### src/rtl/pdm_feeder_pkg.sv
// Shared types and constants for the PDM sample feeder.
package pdm_feeder_pkg;

    typedef enum logic {IDLE, PLAY} feeder_state_t;

    typedef logic signed [7:0] sample_t;

    localparam logic [7:0] UNDERFLOW_MAX = 8'd255;

endpackage

### src/rtl/sample_fifo.sv
// Synchronous single-clock FIFO for audio samples; occupancy is exported as fill.
module sample_fifo
    import pdm_feeder_pkg::*;
#(
    parameter int DEPTH = 16,
    localparam int FW   = $clog2(DEPTH + 1)
) (
    input  logic          clk_in,
    input  logic          rst_in,
    input  logic          push,
    input  logic [7:0]    push_data,
    input  logic          pop,
    output logic [7:0]    pop_data,
    output logic          full,
    output logic          empty,
    output logic [FW-1:0] fill
);

    localparam int AW = $clog2(DEPTH);

    sample_t        mem [DEPTH];
    logic [AW-1:0]  wr_ptr;
    logic [AW-1:0]  rd_ptr;
    logic [FW-1:0]  count;
    logic           do_push;
    logic           do_pop;

    assign full     = (count == FW'(DEPTH));
    assign empty    = (count == '0);
    assign fill     = count;
    assign pop_data = mem[rd_ptr];
    assign do_push  = push && !full;
    assign do_pop   = pop && !empty;

    // NOTE: storage has no reset; the pointers and count define validity.
    always_ff @(posedge clk_in) begin
        if (do_push) begin
            mem[wr_ptr] <= push_data;
        end
    end

    // NOTE: non-blocking assignments keep every register update in the same time step.
    always_ff @(posedge clk_in) begin
        if (rst_in) begin
            wr_ptr <= '0;
            rd_ptr <= '0;
            count  <= '0;
        end else begin
            if (do_push) wr_ptr <= wr_ptr + 1'b1;
            if (do_pop)  rd_ptr <= rd_ptr + 1'b1;
            case ({do_push, do_pop})
                2'b10:   count <= count + 1'b1;
                2'b01:   count <= count - 1'b1;
                default: count <= count;
            endcase
        end
    end

endmodule

### src/rtl/pdm_sample_feeder.sv
// Buffers streamed audio samples and releases one held level per sample period.
// Optional PDM_FEEDER_VOLUME_EN adds a volume_in arithmetic right-shift on playback.
module pdm_sample_feeder
    import pdm_feeder_pkg::*;
#(
    parameter int DEPTH         = 16,
    parameter int PRIME         = 8,
    parameter int SAMPLE_PERIOD = 2268,
    parameter int PDM_PERIOD    = 4,
    localparam int FW           = $clog2(DEPTH + 1)
) (
    input  logic               clk_in,
    input  logic               rst_in,
`ifdef PDM_FEEDER_VOLUME_EN
    input  logic [2:0]         volume_in,
`endif
    input  logic signed [7:0]  sample_in,
    input  logic               sample_valid_in,
    output logic               sample_ready_out,
    output logic signed [7:0]  level_out,
    output logic               tick_out,
    output logic               data_ready_out,
    output logic               underflow_out,
    output logic [7:0]         underflow_count_out,
    output logic [FW-1:0]      fill_out
);

    localparam int SW = $clog2(SAMPLE_PERIOD);
    localparam int TW = (PDM_PERIOD > 1) ? $clog2(PDM_PERIOD) : 1;

    logic [SW-1:0]  sample_cnt;
    logic [TW-1:0]  tick_cnt;
    logic           strobe;

    feeder_state_t  state_q, state_d;
    sample_t        level_q, level_d;
    logic           data_ready_q, data_ready_d;
    logic           underflow_q, underflow_d;
    logic [7:0]     uf_count_q, uf_count_d;

    logic           fifo_push;
    logic           fifo_pop;
    logic           fifo_full;
    logic           fifo_empty;
    logic [FW-1:0]  fifo_fill;
    sample_t        fifo_head;
    sample_t        scaled_head;

    assign sample_ready_out = !fifo_full && !rst_in;
    assign fifo_push        = sample_valid_in && sample_ready_out;
    assign strobe           = (sample_cnt == SW'(SAMPLE_PERIOD - 1)) && !rst_in;

`ifdef PDM_FEEDER_VOLUME_EN
    assign scaled_head = fifo_head >>> volume_in;
`else
    assign scaled_head = fifo_head;
`endif

    sample_fifo #(.DEPTH(DEPTH)) u_fifo (
        .clk_in    (clk_in),
        .rst_in    (rst_in),
        .push      (fifo_push),
        .push_data (sample_in),
        .pop       (fifo_pop),
        .pop_data  (fifo_head),
        .full      (fifo_full),
        .empty     (fifo_empty),
        .fill      (fifo_fill)
    );

    always_ff @(posedge clk_in) begin
        if (rst_in) begin
            sample_cnt <= '0;
            tick_cnt   <= '0;
        end else begin
            sample_cnt <= (sample_cnt == SW'(SAMPLE_PERIOD - 1)) ? '0 : sample_cnt + 1'b1;
            tick_cnt   <= (tick_cnt == TW'(PDM_PERIOD - 1)) ? '0 : tick_cnt + 1'b1;
        end
    end

    // NOTE: every output of this block takes a default first so no latch is inferred.
    always_comb begin
        state_d      = state_q;
        level_d      = level_q;
        data_ready_d = 1'b0;
        underflow_d  = 1'b0;
        uf_count_d   = uf_count_q;
        fifo_pop     = 1'b0;
        if (strobe) begin
            case (state_q)
                IDLE: begin
                    if (fifo_fill >= FW'(PRIME)) begin
                        fifo_pop     = 1'b1;
                        level_d      = scaled_head;
                        data_ready_d = 1'b1;
                        state_d      = PLAY;
                    end
                end
                PLAY: begin
                    if (!fifo_empty) begin
                        fifo_pop     = 1'b1;
                        level_d      = scaled_head;
                        data_ready_d = 1'b1;
                    end else begin
                        // A sample pushed this cycle is stored; the gap is still an underflow.
                        underflow_d = 1'b1;
                        level_d     = '0;
                        state_d     = IDLE;
                        if (uf_count_q != UNDERFLOW_MAX) begin
                            uf_count_d = uf_count_q + 1'b1;
                        end
                    end
                end
                default: state_d = IDLE;
            endcase
        end
    end

    always_ff @(posedge clk_in) begin
        if (rst_in) begin
            state_q      <= IDLE;
            level_q      <= '0;
            data_ready_q <= 1'b0;
            underflow_q  <= 1'b0;
            uf_count_q   <= '0;
        end else begin
            state_q      <= state_d;
            level_q      <= level_d;
            data_ready_q <= data_ready_d;
            underflow_q  <= underflow_d;
            uf_count_q   <= uf_count_d;
        end
    end

    assign level_out           = level_q;
    assign tick_out            = (tick_cnt == TW'(PDM_PERIOD - 1)) && !rst_in;
    assign data_ready_out      = data_ready_q;
    assign underflow_out       = underflow_q;
    assign underflow_count_out = uf_count_q;
    assign fill_out            = fifo_fill;

endmodule

### config.mk
export PLATFORM = sky130hd
export DESIGN_NAME = pdm_sample_feeder
export DESIGN_NICKNAME = d
export VERILOG_FILES = /design/src/rtl/pdm_feeder_pkg.sv /design/src/rtl/sample_fifo.sv /design/src/rtl/pdm_sample_feeder.sv
export SDC_FILE = /design/constraint.sdc
export NUM_CORES = 1
export LEC_CHECK = 0
export BUFFER_PORTS_ARGS = -buffer_cell sky130_fd_sc_hd__buf_4
export CORE_MARGIN = 2
export CORE_UTILIZATION = 55
export CTS_CLUSTER_DIAMETER = 100
export DETAILED_ROUTE_END_ITERATION = 10
export PLACE_DENSITY = 0.73
export SYNTH_ARGS = -nofsm -noshare
export SYNTH_HDL_FRONTEND = slang
export SYNTH_SLANG_ARGS = --single-unit
### constraint.sdc
create_clock -name clk_in -period 6.85 [get_ports clk_in]
set_clock_uncertainty 0.05 [all_clocks]
set_input_delay 0.685 -clock clk_in [delete_from_list [all_inputs] [get_ports clk_in]]
set_output_delay 0.685 -clock clk_in [all_outputs]
set_load 0.005 [all_outputs]
# Word-level counts from Yosys, hierarchy flattened

Memory sizes are Yosys's and may differ from the RTL's. A register that Yosys moved wholly into a read port is not among the register bits.
Cells that the tools add are included.

Bits in writable memories: 128
Register bits after elaboration: 46
Output and inout bits: 25
Memories kept: 1

$lt $le $gt $ge: 1
Mux-type cells: 13
Reduce and logical (&&, ||, !) cells: 16
Equality and inequality tests: 7
Bitwise gates (word level): 2
$add $sub $neg: 7

Memories:

| memory     | depth | width | read ports | clocked after memory_dff | wr ports | line              | RTL |
|---|---|---|---|---|---|---|---|
| u_fifo.mem | 16    | 8     | 1          | 1                        | 1        | sample_fifo.sv:21 | `sample_t mem [DEPTH];` |

Operators by type and width:

| operator                | count |
|---|---|
| $mux W8                 | 2 |
| $pmux W8 S2             | 1 |
| $add A12 B1 Y12 const B | 1 |
| $eq A12 B12 Y1 const B  | 1 |
| $pmux W5 S2             | 1 |
| $add A4 B1 Y4 const B   | 2 |
| $add A8 B1 Y8 const B   | 1 |
| $mux W4                 | 2 |
| $ne A8 B8 Y1 const B    | 1 |
| $logic_and A1 B1 Y1     | 6 |
| $mux W1                 | 6 |
| $add A5 B1 Y5 const B   | 1 |
| $eq A5 B5 Y1 const B    | 1 |
| $ge A5 B4 Y1 const B    | 1 |
| $logic_not A5 Y1        | 1 |
| $sub A5 B1 Y5 const B   | 1 |
| $eq A2 B2 Y1 const B    | 2 |
| $reduce_and A4 Y1       | 1 |
| $reduce_or A2 Y1        | 2 |
| $logic_not A1 Y1        | 3 |
| $reduce_or A3 Y1        | 1 |
| $add A2 B1 Y2 const B   | 1 |
| $eq A2 B1 Y1 const B    | 1 |
| $ne A2 B2 Y1 const B    | 1 |
| 4 further kinds         | 5 |

# Depth between registers and ports, before layout

Depth in word-level cells: 7
Mapped depth: 12
Depth with buffers taken out: 11

# Cells and area by module

Synthesis repeated with hierarchy kept, for this count alone.

Cells, all modules: 490
Area total of the unflattened synthesis: 7,302.0 um^2

Modules (own cells, without submodules):

| module            | instances | area an instance (um^2) | seq. area each (um^2) | cells an instance |
|---|---|---|---|---|
| sample_fifo       | 1         | 5,891.9                 | 4,184.0               | 330 |
| pdm_sample_feeder | 1         | 1,410.1                 | 660.6                 | 160 |

# Least setup slack after synthesis

No wires, ideal clock.

Path kind: flip-flop to flip-flop
From: register u_fifo.count[1], in the netlist u_fifo.fill[1]
To: register u_fifo.count[4], in the netlist u_fifo.fill[4]
Setup slack: 3.840 ns
Data required time: 6.679 ns
Cell stages (with the launch flop): 13
Arrival time: 2.839 ns
Buffers on the path: 2
Library setup time: 0.121 ns
Period minus slack after synthesis: 3.010 ns
Cell sequence: dfxtp_1 -> buf_6 -> or4_4 -> o211a_4 -> clkinv_2 -> ha_1 -> clkbuf_1 -> xor2_1 -> ha_1 -> a21o_1 -> nand3_1 -> a31oi_1 -> mux2_2

Word-level cells in the longest chain between the ends: 7
Elaborated cells on any way between the ends: 19
Classes of those cells: add/sub: 2; order compare: 1; eq/ne: 3; mux: 5; reduce/logical: 8

Ends and longest elaborated chain:

| element                                            | line                                             | RTL |
|---|---|---|
| from (decl)                                        | sample_fifo.sv:24                                | `logic [FW-1:0] count;` |
| from (signal assigned)                             | sample_fifo.sv:52                                | `2'b10: count <= count + 1'b1;` |
| from (signal assigned)                             | sample_fifo.sv:53                                | `2'b01: count <= count - 1'b1;` |
| from (signal assigned)                             | sample_fifo.sv:54                                | `default: count <= count;` |
| $ge A5 B4 Y1, or another cell as far along         | pdm_sample_feeder.sv:92                          | `if (fifo_fill >= FW'(PRIME)) begin` |
| $mux W1, or another cell as far along              | pdm_sample_feeder.sv:92                          |  |
| $pmux W1 S2 or $logic_and A1 B1 Y1 (tied branches) | pdm_sample_feeder.sv:90, pdm_sample_feeder.sv:49 |  |
| $mux W1 or $logic_and A1 B1 Y1 (tied branches)     | n/a                                              |  |
| $logic_and A1 B1 Y1, on equally long branches      | sample_fifo.sv:33, sample_fifo.sv:32             |  |
| $eq A2 B1 Y1 or $eq A2 B2 Y1 (tied branches)       | sample_fifo.sv:51                                | `case ({do_push, do_pop})` |
| $pmux W5 S2 or $reduce_bool A2 Y1 (tied branches)  | n/a                                              |  |

Parallel ways exist; a longest one is shown, timed or not.
A chain may end at the register's enable or synchronous reset.

# Final worst setup path

From: register sample_cnt[0]
To: register u_fifo.count[4], in the netlist u_fifo.fill[4]

Word-level cells in the longest chain between the ends: 6
Elaborated cells on any way between the ends: 8
Classes of those cells: eq/ne: 3; mux: 2; reduce/logical: 3

Ends and longest elaborated chain:

| element                                           | line                    | RTL |
|---|---|---|
| from (decl)                                       | pdm_sample_feeder.sv:31 | `logic [SW-1:0] sample_cnt;` |
| from (signal assigned)                            | pdm_sample_feeder.sv:76 | `sample_cnt <= (sample_cnt == SW'(SAMPLE_PERIOD - 1)) ? '0 : sample_cnt + 1'b1;` |
| $eq A12 B12 Y1 (*)                                | pdm_sample_feeder.sv:51 | `assign strobe = (sample_cnt == SW'(SAMPLE_PERIOD - 1)) && !rst_in;` |
| $logic_and A1 B1 Y1 (*)                           | pdm_sample_feeder.sv:51 |  |
| $mux W1 (*)                                       | n/a                     |  |
| $logic_and A1 B1 Y1 (*)                           | sample_fifo.sv:33       | `assign do_pop = pop && !empty;` |
| $eq A2 B1 Y1 or $eq A2 B2 Y1 (tied branches)      | sample_fifo.sv:51       |  |
| $pmux W5 S2 or $reduce_bool A2 Y1 (tied branches) | n/a                     |  |

Mark *: on every way between the ends. The rest lies on a longest branch, timed or not.

==> metrics <==
Worst R2R Setup Slack 3.46 ns; Post-Synth Simple-Gate Area 8.99%; worst min-delay path category reg -> reg; status finished, final reports clean; Syn Nets 485; Reg2Reg Depth 11; vias in the first global route 4197; Row Count 42; ys async rst share 0%; most common cell after layout, fill and taps aside edfxtp_1; CP max FO 10; worst slew pin tran 1.16 ns; die span in y 119 um; Hold Path End tick_cnt[0]; critical path required time 7.12 ns; layout cells sized above 1 24.3%; post-route cell area 0.00838 sq mm; routed vias 4065; drt pass-1 iters 5; initial antenna violation count 0; DP Area 0.00775 sq mm; r2r endpoint u_fifo.fill[4]; largest net degree at the start of global routing 33; Die Span X 119 um; final hold violations 0; synthesized instance count 463; Synth Register Bits 178; LEAKAGE 2.73 nW; CTS Hold Bufs 0; grt peak-use layer met2; grt met1 use 25.3%; Final min period 3.39 ns; buffer depth of the longest clock path 2; largest family of logic cells by synthesized area multiplexers; most frequent cells in the layout edfxtp_1, dfxtp_1, buf_4; Layout area overhead 14.6%; XOR/XNOR share of the synthesized area 1.68%; CP Cell Sequence ha_1, and4bb_2, nand4_1, nor2_2, ha_1, xor2_1, ha_1, a21o_1, nand3_1, a31oi_1, mux2_2; io pins 36; GRT Total Usage 20.8%; post-synthesis compound-gate area fraction 4.86%; drt drc 0; Clock transition at path regs 0.06 ns; Worst slew margin 22.5%; Congestion Overflow GR 0; CTS resizes 0; Layout Nets 523; FF-to-FF Start sample_cnt[0]; fill count 908; Via density 5.89; RSZ-0062 raised after global routing false; CP peak stage delay 0.50 ns; Critical-path top delay cell nor2_2; Synth warnings 0; CTS Buf Count 17; post-route setup TNS 0 ns; worst hold start tick_cnt[0]; core area 0.0131 sq mm; final core utilization 64.0%; final period utilization 49.5%; Mapped Area 0.00731 sq mm; ANT cells 0; Max Slew Vio Count 0; maximum VDD drop 0.147 mV; Initial Utilization 55.8%; sequential share of the synthesized area 66.3%; arrival time worst endpoint 3.66 ns; WS Path Type reg -> reg; 1st-iter DRT viols 306; hpwl dp 8.51 mm; PwrDens 267 mW/mm^2; Max Cap Violations 0; total power 2.24 mW; CP most frequent cell ha_1; setup bufs post-CTS 0; fmax 295 MHz; mux contribution to synthesized area 13.9%; clock root buffer clkbuf_16; CTS tree yes; Main synth FF type edfxtp_1; Hold Path Depth 1; drt wl/cell 19.7 um; Post-Synthesis Mean Instance Area 15.8 sq um; die area 0.0142 sq mm; RD Place Congestion 0.880; GRT met2 Usage 35.1%; # placed instances 658; area share of fa/ha/maj cells after synthesis 1.88%; crit path capture type flip-flop; port bufs 35; CTS Sinks 178; Synth cell types 55; H-tree depth 4; worst-skew pair later-pin latency 0.42 ns; Detailed Route WL 13.6 mm; Final setup viols 0; Finished Layout Cells 690; post-route ant nets 0; kind of start point of the critical path flip-flop; global-route wire length before repair 21.9 mm; Post-synth EDFFs 128; grt met3 use 4.55%
-- how the worst max path moves through the flow --
stage	depth (start not counted)	from	slack, ns	end
final	11	sample_cnt[0]	3.46	u_fifo.fill[4]
after detailed placement	11	rst_in	3.31	u_fifo.fill[4]
after global placement	11	rst_in	3.47	u_fifo.fill[4]
after floorplan	12	u_fifo.fill[1]	3.84	u_fifo.fill[4]
after global routing	11	sample_cnt[0]	3.21	u_fifo.fill[4]
after CTS	11	sample_cnt[0]	3.47	u_fifo.fill[4]
-- final cells by class --
type | instances | area, sq um | share of cell area, %
multi-input cells | 246 | 2310 | 27.6
inverters | 18 | 68.8 | 0.822
repair buffers | 40 | 300 | 3.59
clock buffers | 20 | 478 | 5.71
well taps | 176 | 220 | 2.63
flip-flops and latches | 178 | 4850 | 57.9
clock inverters | 12 | 150 | 1.79
-- sequential cells by signal (all words and copies together) (netlist names), named ones only --
name	flops
data_ready_out	1
level_out	8
sample_cnt	12
state_q	1
tick_cnt	2
u_fifo.fill	5
u_fifo.mem	128
u_fifo.rd_ptr	4
u_fifo.wr_ptr	4
underflow_count_out	8
underflow_out	1
-- cells by family after synthesis --
family / count (synthesis)
simple gates: 111
compound gates: 49
xor+xnor: 14
flops: 178
fa+ha+maj: 11
mux: 61
buf+inv: 39
-- worst max-delay path: cells and delay by family, from the launching register on --
family / cells / cell delay, ns
DFF: 1 / 0.37
adders and majority gates: 3 / 0.93
muxes: 1 / 0.34
and+or+nand+nor: 4 / 1.06
AOI/OAI and AO/OA: 2 / 0.34
xor gates and xnor gates: 1 / 0.20
-- metal layers --
layer  wire [um]  part of all wire (%)
met5           0                     0
met4         332                   2.4
met3         623                   4.6
met2        6970                    51
met1        5640                    42
-- per-stage QoR --
stage	worst slack, ns	hold WS (ns)
CTS	3.47	0.387
floorplan	3.84	0.354
finish	3.46	0.384
detailed placement	3.31	0.378
global placement	3.47	0.366
global route	3.21	0.410
-- cells in the mapped netlist, types with 6 or more instances --
cell type | number | area share (%)
mux4_2 | 32 | 9.9
clkbuf_1 | 7 | 0.36
ha_1 | 11 | 1.9
nor2_1 | 31 | 1.6
a21oi_1 | 14 | 0.96
dfxtp_1 | 50 | 14
and2_1 | 9 | 0.77
nand3_1 | 13 | 0.89
o31ai_1 | 7 | 0.72
buf_2 | 9 | 0.62
nor3_1 | 7 | 0.48
nor4_1 | 6 | 0.51
edfxtp_1 | 128 | 53
mux2i_1 | 26 | 3.6
xnor2_1 | 9 | 1.1
a22o_1 | 8 | 0.96
o21ai_0 | 6 | 0.41
inv_1 | 17 | 0.87
nand2_1 | 7 | 0.36
-- report_power, final --
group | internal (mW) | leakage (nW) | switching [mW]
clock | 0.615 | 0.312 | 0.391
sequential | 1.16 | 1.56 | 0.00711
combinational | 0.0239 | 0.863 | 0.0373
total | 1.80 | 2.73 | 0.436
Note: power is estimated with default switching activity, not from simulation.
